$ cat src/rtl/decoder_scan.sv
// decoder_scan: registered 1-of-N line decoder with direct select and an
// auto-scan mode that dwells on each channel, then blanks for one cycle
// before moving to the next channel.
module decoder_scan #(
  parameter int SEL_W = 3,
  parameter int DIV_W = 16
) (
  input  logic                    i_clk,
  input  logic                    i_rst,
  input  logic                    i_en,
  input  logic                    i_mode,
  input  logic                    i_opt,
  input  logic [SEL_W-1:0]        i_sel,
  input  logic [SEL_W-1:0]        i_last,
  input  logic [DIV_W-1:0]        i_div,
  output logic [(2**SEL_W)-1:0]   o_y,
  output logic [SEL_W-1:0]        o_idx,
  output logic                    o_valid,
  output logic                    o_wrap
);

  localparam int OUT_N = 2**SEL_W;

  typedef enum logic [1:0] {
    IDLE,
    DIRECT,
    HOLD,
    BLANK
  } state_e;

  state_e             state_q;
  logic [DIV_W-1:0]   cnt_q;
  logic [SEL_W-1:0]   idx_q;
  logic [OUT_N-1:0]   y_q;
  logic               valid_q;
  logic               wrap_q;

  logic [SEL_W-1:0]   idx_d;
  logic               wrap_d;
  logic [OUT_N-1:0]   y_off;

  // Selected line at level opt, all others at ~opt.
  function automatic logic [OUT_N-1:0] decode(input logic [SEL_W-1:0] idx,
                                              input logic             opt);
    logic [OUT_N-1:0] oh;
    oh      = '0;
    oh[idx] = 1'b1;
    return opt ? oh : ~oh;
  endfunction

  // Next scan channel: wrap to 0 at or beyond the last channel (also covers
  // i_last being lowered below the current index mid-scan).
  always_comb begin
    idx_d  = '0;
    wrap_d = 1'b0;
    if (idx_q >= i_last) begin
      idx_d  = '0;
      wrap_d = 1'b1;
    end else begin
      idx_d  = idx_q + SEL_W'(1);
    end
  end

  assign y_off = {OUT_N{~i_opt}};

  // Mode FSM with all outputs registered; o_y is re-evaluated every cycle so
  // a polarity change lands on the next edge in every state.
  always_ff @(posedge i_clk) begin
    if (i_rst) begin
      state_q <= IDLE;
      cnt_q   <= '0;
      idx_q   <= '0;
      y_q     <= y_off;
      valid_q <= 1'b0;
      wrap_q  <= 1'b0;
    end else if (!i_en) begin
      state_q <= IDLE;
      cnt_q   <= '0;
      idx_q   <= '0;
      y_q     <= y_off;
      valid_q <= 1'b0;
      wrap_q  <= 1'b0;
    end else if (!i_mode) begin
      // Direct decode from any state; scan position is discarded.
      state_q <= DIRECT;
      cnt_q   <= '0;
      idx_q   <= i_sel;
      y_q     <= decode(i_sel, i_opt);
      valid_q <= 1'b1;
      wrap_q  <= 1'b0;
    end else begin
      unique case (state_q)
        IDLE, DIRECT: begin
          state_q <= HOLD;
          cnt_q   <= '0;
          idx_q   <= '0;
          y_q     <= decode('0, i_opt);
          valid_q <= 1'b1;
          wrap_q  <= 1'b0;
        end
        HOLD: begin
          wrap_q <= 1'b0;
          // >= so a live i_div lowered below the count ends the dwell at once.
          if (cnt_q >= i_div) begin
            state_q <= BLANK;
            cnt_q   <= '0;
            y_q     <= y_off;
            valid_q <= 1'b0;
          end else begin
            cnt_q   <= cnt_q + DIV_W'(1);
            y_q     <= decode(idx_q, i_opt);
            valid_q <= 1'b1;
          end
        end
        BLANK: begin
          state_q <= HOLD;
          cnt_q   <= '0;
          idx_q   <= idx_d;
          y_q     <= decode(idx_d, i_opt);
          valid_q <= 1'b1;
          wrap_q  <= wrap_d;
        end
        default: begin
          state_q <= IDLE;
          cnt_q   <= '0;
          idx_q   <= '0;
          y_q     <= y_off;
          valid_q <= 1'b0;
          wrap_q  <= 1'b0;
        end
      endcase
    end
  end

  assign o_y     = y_q;
  assign o_idx   = idx_q;
  assign o_valid = valid_q;
  assign o_wrap  = wrap_q;

endmodule

$ cat config.mk
export PLATFORM = sky130hd
export DESIGN_NAME = decoder_scan
export DESIGN_NICKNAME = d
export VERILOG_FILES = /design/src/rtl/decoder_scan.sv
export SDC_FILE = /design/constraint.sdc
export NUM_CORES = 1
export LEC_CHECK = 0
export ABC_AREA = 1
export CAP_MARGIN = 25
export CORE_UTILIZATION = 29
export DETAILED_ROUTE_END_ITERATION = 12
export GPL_TIMING_DRIVEN = 0
export PLACE_DENSITY = 0.59
export REMOVE_ABC_BUFFERS = 1
export SLEW_MARGIN = 20
export SYNTH_ARGS = -nofsm -noshare
export SYNTH_HDL_FRONTEND = slang
export SYNTH_SLANG_ARGS = --single-unit
$ cat constraint.sdc
create_clock -name i_clk -period 2.3 [get_ports i_clk]
set_clock_uncertainty 0.2 [all_clocks]
set_input_delay 0.345 -clock i_clk [delete_from_list [all_inputs] [get_ports i_clk]]
set_output_delay 0.345 -clock i_clk [all_outputs]
set_load 0.05 [all_outputs]
# Word level (Yosys, flattened, before mapping)
# Cells that the tools add are included.
[word_totals] wordCells=66 register_bits=31
[classes] n_bitwise=6 order_cmp=8 reduce_logical=9 n_addsub=2 eq_ne=6 mux=28
[ops] cell="$mux W8" count=8
[ops] cell="$pmux W16 S2" count=1
[ops] cell="$not A8 Y8" count=3
[ops] cell="$pmux W8 S3" count=1
[ops] cell="$add A16 B1 Y16 const B" count=1
[ops] cell="$ge A16 B16 Y1" count=1
[ops] cell="$mux W16" count=1
[ops] cell="$lt A3 B4 Y1 const B" count=3
[ops] cell="$demux W1 S3" count=3
[ops] cell="$ge A3 B1 Y1 const B" count=3
[ops] cell="$reduce_or A3 Y1" count=3
[ops] cell="$mux W1" count=7
[ops] cell="$mux W3" count=2
[ops] cell="$pmux W3 S2" count=1
[ops] cell="$eq A2 B2 Y1 const B" count=2
[ops] cell="$pmux W1 S2" count=2
[ops] cell="$pmux W2 S2" count=1
[ops] cell="$reduce_or A2 Y1" count=2
[ops] cell="$add A3 B1 Y3 const B" count=1
[ops] cell="$ge A3 B3 Y1" count=1
[ops] cell="$logic_and A1 B1 Y1" count=3
[ops] cell="$ne A3 B1 Y1 const B" count=1
[ops] cell="$ne A3 B3 Y1 const B" count=1
[ops] cell="$not A1 Y1" count=3
[ops] cell="4 further kinds" count=4

# Depth between registers and ports, before layout
[depth] depth_word=12 ltp_mapped=16 depth_no_buf=16

# Worst setup path before layout
# Ideal clock, no wire load.
[synth_path] path_kind="reg-to-reg" start="reg idx_q[0] (netlist: o_idx[0])" end="reg y_q[6] (netlist: o_y[6])" arrival_ps=2276 path_stages_with_launch=12 synth_period_minus_slack_ps=2547 n_path_buf=0 t_required_ps=2030 path_slack_ps=-247 path_cell_list="dfxtp_1 clkinv_1 ha_1 nand3_1 nand3_1 nor2_1 nand2_1 o21ai_0 nand3_1 nand3_1 nand2_1 a21oi_1"
[synth_via] elab_chain_len=12 elab_cells_between_ends=22 classes_between="add/sub (1); order compare (5); mux (12); bitwise (2); reduce/logical (2)"
[synth_lines] item="start, declared" line_no="33" source="logic [SEL_W-1:0] idx_q;"
[synth_lines] item="start signal, assigned" line_no="87" source="idx_q <= i_sel;"
[synth_lines] item="start signal, assigned" line_no="118" source="idx_q <= idx_d;"
[synth_lines] item="$add A3 B1 Y3 / $ge A3 B3 Y1 (equally long branches)" line_no="60, 56"
[synth_lines] item="$mux W3" line_no="56" source="if (idx_q >= i_last) begin"
[synth_lines] item="$lt A3 B4 Y1 (not written as such) / $ge A3 B1 Y1 (equally long branches)" line_no="47" source="oh[idx] = 1'b1;"
[synth_lines] item="$logic_and A1 B1 Y1 (not written as such)" line_no="47"
[synth_lines] item="$mux W1 (not written as such)" line_no="47"
[synth_lines] item="$demux W1 S3" line_no="47"
[synth_lines] item="$not A8 Y8" line_no="48" source="return opt ? oh : ~oh;"
[synth_lines] item="$mux W8" line_no="48"
[synth_lines] item="$pmux W8 S3 (*)" line_no="92" source="unique case (state_q)"
[synth_lines] item="$mux W8 (*)" line_no="83" source="end else if (!i_mode) begin"
[synth_lines] item="$mux W8 (*)" line_no="76" source="end else if (!i_en) begin"
[synth_lines] item="$mux W8 (*)" line_no="69" source="if (i_rst) begin"
[synth_lines] item="end signal, assigned" line_no="73" source="y_q <= y_off;"
[synth_lines] item="end signal, assigned" line_no="80" source="y_q <= y_off;"
[synth_lines] item="end signal, assigned" line_no="88" source="y_q <= decode(i_sel, i_opt);"
[synth_lines] item="end, declared" line_no="34" source="logic [OUT_N-1:0] y_q;"
# Every way passes the cells marked *; elsewhere a longest branch is shown, timed or not.
# A chain may end at the register's enable or synchronous reset.

# Worst setup path after layout
[layout_path] start="in i_last[2]" end="reg y_q[2] (netlist: o_y[2])"
[layout_via] elab_chain_len=12 elab_cells_between_ends=13 classes_between="order compare (3); mux (8); bitwise (1); reduce/logical (1)"
[layout_lines] item="start, declared" line_no="14" source="input logic [SEL_W-1:0] i_last,"
[layout_lines] item="$ge A3 B3 Y1 (*)" line_no="56"
[layout_lines] item="$mux W3 (*)" line_no="56"
[layout_lines] item="$lt A3 B4 Y1 (not written as such) / $ge A3 B1 Y1 (equally long branches)" line_no="47"
[layout_lines] item="$logic_and A1 B1 Y1 (not written as such)" line_no="47"
[layout_lines] item="$mux W1 (not written as such)" line_no="47"
[layout_lines] item="$demux W1 S3 (*)" line_no="47"
[layout_lines] item="$not A8 Y8" line_no="48"
[layout_lines] item="$mux W8 (*)" line_no="48"
[layout_lines] item="$pmux W8 S3 (*)" line_no="92"
[layout_lines] item="$mux W8 (*)" line_no="83"
[layout_lines] item="$mux W8 (*)" line_no="76"
[layout_lines] item="$mux W8 (*)" line_no="69"
# Marked as above.

==> impl_metrics.yaml <==
status:
  status: "finished, final reports clean"
timing:
  fmax_mhz: 442
  worst_pin_slew_ns: 0.856
  setup-violations-final: 0
  relSlewSlack_pct: 42.9
  slew_viol_final: 0
  finalCritPeriodShare_pct: 98.3
  finalHoldViolCount: 0
  final.min_clock_period_ns: 2.26
floorplanning:
  coreArea_um2: 7850
  start_util_pct: 30.4
  dieWidth_um: 92.7
  fp.dieArea_um2: 8590
  io_pins: 40
  die_h_um: 92.7
  row_count: 32
clock_network:
  cts_tree: "done"
  clk_pin_slew_ns: 0.06
  cts.htree.levels: 2
  cts-root-buf: "clkbuf_8"
  cts_inserted_buffers: 5
  clk_path_buf_depth: 2
  cts_num_sinks: 31
  clk_latency_ns: 0.30
job:
  maxCapViolCount: 0
detailed_routing:
  drt_wl_total_um: 6300
  wl_per_cell_um: 12.4
  vias: 2502
  drt-initial-drc-count: 68
  ant_nets: 0
  viasPerCell: 4.94
  dr.pass1.iters: 4
  drc: 0
finish:
  final_layout_size_suffix_gt1_share_pct: 28.5
  fillers: 798
  antenna_cells: 0
  multiInputGateArea_um2: 1950
  syn_to_final_growth_pct: 48.0
  finalCoreUtilization_pct: 45.0
  regArea_um2: 628
  final_area_um2: 3530
  fin_nets: 451
critical_path:
  cp.arrival_ns: 2.21
  cp-end-kind: "flip-flop"
  cp_slowest_cell: "clkdlybuf4s50_1"
  start_kind: "input port"
  critPathKind: "in2reg"
  critPathMostFrequentCell: "nor2_1"
  required_ns: 2.25
  path_buf_inv: 2
  worstPathMaxFanout: 4
  worstPathCellList: "clkdlybuf4s50_1 -> inv_1 -> ha_4 -> a21oi_4 -> nand4_1 -> nor2_2 -> nand2_1 -> nor2_1 -> o21ai_2 -> a21oi_2 -> nor2_1"
  cpLargestDelayFamily: "simple AND/OR/NAND/NOR gates"
  cpPeakStageDelay_ns: 0.45
logic_synthesis:
  synthDistinctLibCells: 35
  netlist_area_um2: 2380
  synthCells: 347
  ys_ff_latch: 31
  ys.warnings.count: 0
  yosysSeqAreaShare_pct: 26.0
  avgSynthCellArea_um2: 6.87
power_and_ir_drop:
  pwr-share-clk_pct: 32.0
  leakage_nw: 1.50
  seqPwrFrac_pct: 41.6
  p_int_w: 0.000913
  power_density_nw_per_um2: 383
  combPwrFrac_pct: 26.4
  switchingPower_w: 0.000438
  ir_worst_vdd_mv: 0.342
  switching_share_pct: 32.4
global_routing:
  grt_antenna_before_repair: 0
  grt_pass1_vias: 2247
  grt_max_degree: 20
  grt_pass1_wl_um: 9110
  overflow: 0
  track_usage_pct: 13.1
placed_design:
  gp_congestion: 0.819
  place_area_um2: 2860
  post-dp-hpwl_um: 4070
  portBuffers: 39
hold_path:
  hold_path.class: "reg2reg"
logic make-up after synthesis:
family / share of synthesized area, %
xor+xnor: 7.77
simple gates: 34.6
compound gates: 11.3
flops: 26.0
buf+inv: 9.34
fa+ha+maj: 11.0
metal layers:
| metal | global-route usage, % | vias to the layer above | part of all wire [%] |
|---|---|---|---|
| met5 | 0 | - | 0 |
| met4 | 3.85 | 0 | 1.4 |
| met3 | 3.12 | 11 | 4.4 |
| met2 | 24.3 | 60 | 52 |
| met1 | 14.9 | 1158 | 42 |
| li1 | - | 1273 | - |
worst register-to-register path: stages (launching register included):
cell,delay (ns)
dfxtp_2,0.51
ha_4,0.28
a21oi_4,0.20
nand4_1,0.21
nor2_2,0.23
nand2_1,0.09
nor2_1,0.13
o21ai_2,0.09
a21oi_2,0.12
nor2_1,0.05
cell usage in the layout (no fill, tap or decap), types with 9 or more instances in the layout:
master and instances:
dfxtp_1 27, ha_1 9, nand2_1 48, dlymetal6s2s_1 9, clkdlybuf4s50_1 29, nand2_2 9, buf_4 17, a21oi_2 12
xor2_1 16, inv_1 38, a21oi_1 17, nor2_1 18, nand3_2 16, ha_4 11, nand3_1 42
cells in the mapped netlist (all sizes together):
cell	count	share of area [%]
inv	46	7.2
o21ai	9	1.9
nor3	7	1.9
clkbuf	4	0.63
buf	6	1.3
nand4	8	2.4
or2	3	0.79
xor2	17	7.0
nand3b	1	0.31
nand3	60	13
xnor2	2	0.73
dfxtp	31	26
nor3b	2	0.63
nand2	60	9.8
o21a	3	0.94
nor4	2	1.2
clkinv	1	0.16
and3	1	0.26
ha	21	11
a21oi	31	7.1
nor2	27	4.6
a31oi	5	1.3
power by group through the flow:
stage	clock, W	combinational [W]	sequential [W]
after floorplan	0	0.000122	0.000628
after global placement	0	0.000285	0.000575
after detailed placement	0	0.000289	0.000575
after CTS	0.000444	0.000302	0.000563
after global routing	0.000464	0.000389	0.000563
final	0.000432	0.000357	0.000562
state kept, by name, summed over array words and instances (netlist names):
register  count
cnt_q        16
o_idx         3
o_valid       1
o_wrap        1
o_y           8
state_q       2
final cells by class:
type,instances,share of cell area (%)
repair buffers,58,15.8
clock inverters,1,0.142
inverters,47,5.14
well taps,102,3.62
multi-input cells,260,55.3
flip-flops and latches,31,17.8
clock buffers,7,2.16
final timing paths:
path | startpoint | to | slack [ns] | cells after the start
setup / recovery | i_last[2] | o_y[2] | 0.04 | 11
setup reg to reg | o_idx[2] | o_y[2] | 0.05 | 9
hold / removal | cnt_q[0] | cnt_q[0] | 0.27 | 1
hold reg to reg | cnt_q[0] | cnt_q[0] | 0.27 | 1
metrics by stage:
step / worst slack, ns / TNS (ns) / cells / total power, W / hold WS (ns)
floorplan: -0.435 / -3.44 / 337 / 0.000750 / 0.230
global placement: -0.536 / -11.24 / 478 / 0.000861 / 0.249
detailed placement: -0.594 / -11.92 / 478 / 0.000865 / 0.254
CTS: 0.00298 / 0 / 492 / 0.00131 / 0.269
global route: -0.0745 / -0.175 / 506 / 0.00142 / 0.323
finish: 0.0383 / 0 / 506 / 0.00135 / 0.266
repair_timing:
action / CTS / global route
gates cloned: 0 / 1
buffers inserted: 6 / 13
gates resized for setup: 20 / 83
pin swaps: 5 / 42
endpoints found under the setup margin: 29 / 23
hold buffers: 0 / 0
No activity file was read; power rests on OpenSTA's default activity.
